--- config.mk ---
export PLATFORM = sky130hd
export DESIGN_NAME = writeback_arbiter
export DESIGN_NICKNAME = d
export VERILOG_FILES = /design/src/rtl/mips_pkg.sv /design/src/rtl/wb_md_buffer.sv /design/src/rtl/writeback_arbiter.sv
export SDC_FILE = /design/constraint.sdc
export NUM_CORES = 1
export LEC_CHECK = 0
export BUFFER_PORTS_ARGS = -buffer_cell sky130_fd_sc_hd__clkbuf_2
export CORE_MARGIN = 2
export CORE_UTILIZATION = 35
export CTS_CLUSTER_DIAMETER = 150
export CTS_CLUSTER_SIZE = 25
export DETAILED_ROUTE_END_ITERATION = 10
export HOLD_SLACK_MARGIN = 0.06
export PLACE_DENSITY = 0.69
export RECOVER_POWER = 50
export SLEW_MARGIN = 20
export SYNTH_ARGS = -nofsm -noshare
export SYNTH_HDL_FRONTEND = slang
export SYNTH_HIERARCHICAL = 1
export SYNTH_SLANG_ARGS = --single-unit
export TNS_END_PERCENT = 1
--- constraint.sdc ---
create_clock -name clk -period 5.21 [get_ports clk]
set_input_delay 0.521 -clock clk [delete_from_list [all_inputs] [get_ports clk]]
set_output_delay 0.521 -clock clk [all_outputs]
set_load 0.1 [all_outputs]
--- src/rtl/mips_pkg.sv ---
// Shared widths and limits for the writeback arbiter and its multiply/divide
// result buffer.
package mips_pkg;
  localparam int REG_ADDR_W   = 5;
  localparam int DATA_W       = 32;
  localparam int STARVE_LIMIT = 3;
  localparam int STARVE_W     = $clog2(STARVE_LIMIT + 1);

  typedef logic [REG_ADDR_W-1:0] reg_addr_t;
  typedef logic [DATA_W-1:0]     data_t;
endpackage

--- src/rtl/wb_md_buffer.sv ---
// One-entry holding buffer for multiply/divide results with a valid/ready
// input handshake; the arbiter empties it through drain or drop.
module wb_md_buffer
  import mips_pkg::*;
(
  input  logic      clk,
  input  logic      rst_n,
  input  logic      md_valid,
  input  reg_addr_t md_reg,
  input  data_t     md_data,
  input  logic      drain,
  input  logic      drop,
  output logic      md_ready,
  output logic      full,
  output reg_addr_t buf_reg,
  output data_t     buf_data
);
  logic accept;

  // Accepting only while empty keeps drain and accept on separate edges.
  assign md_ready = ~full;
  assign accept   = md_valid & md_ready;

  always_ff @(posedge clk or negedge rst_n) begin
    if (!rst_n) begin
      full    <= 1'b0;
      buf_reg <= '0;
    end else if (accept) begin
      full    <= (md_reg != '0);
      buf_reg <= md_reg;
    end else if (drain || drop) begin
      full    <= 1'b0;
    end
  end

  // Payload needs no reset: it is only observed while full is set.
  always_ff @(posedge clk) begin
    if (accept) begin
      buf_data <= md_data;
    end
  end
endmodule

--- src/rtl/writeback_arbiter.sv ---
// Register-file write port arbiter: pipeline writebacks have priority over
// buffered multiply/divide results, with a starvation stall to force a drain.
module writeback_arbiter
  import mips_pkg::*;
(
  input  logic      clk,
  input  logic      rst_n,
  input  logic      wb_valid,
  input  logic      wb_regwrite,
  input  logic      wb_memtoreg,
  input  reg_addr_t wb_reg,
  input  data_t     wb_alu_result,
  input  data_t     wb_mem_data,
  input  logic      md_valid,
  input  reg_addr_t md_reg,
  input  data_t     md_data,
  output logic      md_ready,
  output logic      wb_stall,
  output logic      RegWrite,
  output reg_addr_t WriteReg,
  output data_t     WriteData
);
  logic                buf_full;
  reg_addr_t           buf_reg;
  data_t               buf_data;
  logic [STARVE_W-1:0] starve_cnt;
  logic                pipe_wr_p0;
  logic                drain_p0;
  logic                drop_p0;
  logic                blocked_p0;
  data_t               pipe_data_p0;

  wb_md_buffer u_md_buffer (
    .clk      (clk),
    .rst_n    (rst_n),
    .md_valid (md_valid),
    .md_reg   (md_reg),
    .md_data  (md_data),
    .drain    (drain_p0),
    .drop     (drop_p0),
    .md_ready (md_ready),
    .full     (buf_full),
    .buf_reg  (buf_reg),
    .buf_data (buf_data)
  );

  // Stage p0: arbitration between the pipeline slot and the md buffer.
  assign wb_stall     = buf_full && (starve_cnt == STARVE_W'(STARVE_LIMIT));
  assign pipe_wr_p0   = wb_valid & wb_regwrite & (wb_reg != '0) & ~wb_stall;
  assign drain_p0     = buf_full & ~pipe_wr_p0;
  assign drop_p0      = buf_full & pipe_wr_p0 & (wb_reg == buf_reg);
  assign blocked_p0   = buf_full & pipe_wr_p0 & ~drop_p0;
  assign pipe_data_p0 = wb_memtoreg ? wb_mem_data : wb_alu_result;

  always_ff @(posedge clk or negedge rst_n) begin
    if (!rst_n) begin
      starve_cnt <= '0;
    end else if (!blocked_p0) begin
      starve_cnt <= '0;
    end else if (starve_cnt != STARVE_W'(STARVE_LIMIT)) begin
      starve_cnt <= starve_cnt + 1'b1;
    end
  end

  // Stage p1: registered register-file write port.
  always_ff @(posedge clk or negedge rst_n) begin
    if (!rst_n) begin
      RegWrite  <= 1'b0;
      WriteReg  <= '0;
      WriteData <= '0;
    end else if (pipe_wr_p0) begin
      RegWrite  <= 1'b1;
      WriteReg  <= wb_reg;
      WriteData <= pipe_data_p0;
    end else if (drain_p0) begin
      RegWrite  <= 1'b1;
      WriteReg  <= buf_reg;
      WriteData <= buf_data;
    end else begin
      RegWrite  <= 1'b0;
    end
  end
endmodule

==> out/metrics.yaml <==
status: "finished with violations"
violations: "max-capacitance violations, max-slew violations"
cp_num_buf_inv: 2
netlist_instances: 236
hp-class: "input pin to register"
die_w_um: 104
dpl_cell_area_mm2: 0.00435
synth.distinct_cells: 26
die_h_um: 104
crit_type: "input pin to asynchronous set/reset pin"
cts_hold_buf: 0
relSlewSlack: -0.698
critPathLaunchType: "input pin"
grt_antenna_before_repair: 0
r2r_slack_ns: 3.19
grt.met3_usage: 0.0351
final_common_cell: "clkbuf_2"
fin_area_mm2: 0.00457
first_pass_iters: 4
synth-seq-area-share: 0.602
rows: 36
clk_pin_slew_ns: 0.08
use_met1: 0.178
critPathTopFamily: "buffers and inverters"
ant_nets: 0
ys_ff_latch: 78
drive_gt1_frac: 0.391
core_mm2: 0.00973
grt-busiest-layer: "met2"
io_pins: 152
hold_depth: 1
fillerInstances: 932
setup_viol: 0
grt_pass1_wl_um: 12200
end_kind: "asynchronous set/reset pin"
avgSynthCellArea_um2: 14.9
reg2reg_to: "u_md_buffer/buf_data[26]"
ctsResizeCount: 0
first_global_vias: 2554
overflow: 0
final_nets: 499
hold_end: "u_md_buffer/buf_data[14]"
worstPathArrival_ns: 2.42
slew_violations: 47
top_regs: "WriteData x32, u_md_buffer/buf_data x32"
grt_max_degree: 47
finalCritPeriodShare: 0.517
max_stage_delay_ns: 1.80
cp_data_required_time_ns: 4.93
io_buffers: 151
area_delta_synth_final_pct: 30.3
hp-start: "md_data[14]"
wl_per_cell_um: 14.1
cp_cell_sequence: "clkbuf_2 -> clkbuf_1"
cts_root_buf: "clkbuf_8"
grt_usage: 0.142
worstMarginPinSlew_ns: 2.55
drc: 0
diodes: 0
finalClockSkew_ns: 0.00958
hold_viol: 0
wirelength_um: 7410
layout_common_cells: "128 x clkbuf_2, 101 x mux2i_1, 45 x dfrtp_1"
fin_crit_ns: 2.69
routed_via_density: 4.52
post-route-util: 0.470
cts_tree: "built"
dr_total_vias: 2371
die-area_mm2: 0.0108
critPathMaxFanout: 46
grt_use_met2: 0.236
h-tree-depth: 3
reg2reg_depth: 5
clockBufferDepth: 2
place.gp.congestion: 0.756
drt-initial-drc-count: 67
cts.sinks: 78
syn_nets: 349
post_cts_buffers: 0
slowest_stage: "clkbuf_1"
clk_latency_ns: 0.34
timing.rr.start: "u_md_buffer/full"
rsz0062_at_grt: "no"
synth_warnings: 6
fmax_mhz: 371
start_util: 0.360
fin_tns_setup_ns: 0
dp_hpwl_um: 5300
synth_area_mm2: 0.00351
numCtsBuffers: 9
max_cap_violations: 1
## routing by layer
layer / part of all wire / vias up
li1: - / 1160
met2: 0.48 / 100
met4: 0.018 / 0
met3: 0.070 / 13
met1: 0.44 / 1098
met5: 0 / -
## logic make-up after synthesis
kind of cell,count (synthesis),share of synthesized area
AOI/OAI and AO/OA,6,0.00964
xor gates and xnor gates,5,0.0125
adders and majority gates,1,0.00357
buffers and inverters,18,0.0335
DFF,78,0.602
muxes,106,0.304
and+or+nand+nor,22,0.0339
## cell usage after synthesis, drive strengths merged
master | count | area (um^2)
nor3b | 1 | 7.51
nand3 | 2 | 10.0
clkbuf | 7 | 26.3
inv | 3 | 11.3
nand2 | 8 | 32.5
o32ai | 1 | 8.76
xnor2 | 3 | 26.3
or4 | 1 | 7.51
or2 | 1 | 6.26
mux2i | 101 | 1010
ha | 1 | 12.5
dfrtp | 46 | 1150
buf | 8 | 80.1
o21ai | 5 | 25.0
nor2 | 2 | 7.51
nor3 | 3 | 15.0
and2 | 1 | 8.76
and3 | 2 | 17.5
nor2b | 1 | 6.26
xor2 | 2 | 17.5
mux2 | 5 | 56.3
edfxtp | 32 | 961
## final cells by class
class / instances / area, um^2 / share of cell area
Clock buffer: 12 / 135 / 0.0296
Clock inverter: 4 / 120 / 0.0263
Timing Repair Buffer: 154 / 747 / 0.163
Tap cell: 133 / 166 / 0.0364
Multi-Input combinational cell: 140 / 1280 / 0.279
Inverter: 3 / 11.3 / 0.00246
Sequential cell: 78 / 2110 / 0.462
## how the worst max path moves through the flow
stage | start | slack [ns] | end | cells after the start
floorplan | u_md_buffer/full | 2.78 | u_md_buffer/buf_data[0] | 3
global placement | u_md_buffer/full | 3.21 | u_md_buffer/buf_data[27] | 5
detailed placement | u_md_buffer/full | 3.17 | u_md_buffer/buf_data[22] | 5
CTS | u_md_buffer/full | 2.79 | md_ready | 3
global route | rst_n | 1.80 | u_md_buffer/full | 2
finish | rst_n | 2.52 | u_md_buffer/full | 2
## metrics by stage
stage | instances | worst slack, ns | hold slack, ns
detailed placement | 508 | 3.17 | 0.455
global route | 524 | 1.80 | 0.325
floorplan | 236 | 2.78 | 0.225
finish | 524 | 2.52 | 0.354
global placement | 508 | 3.21 | 0.430
CTS | 524 | 2.79 | 0.281
Power is not shown: default switching activity piles up to over one toggle a cycle in this logic, so the estimate is an artifact.
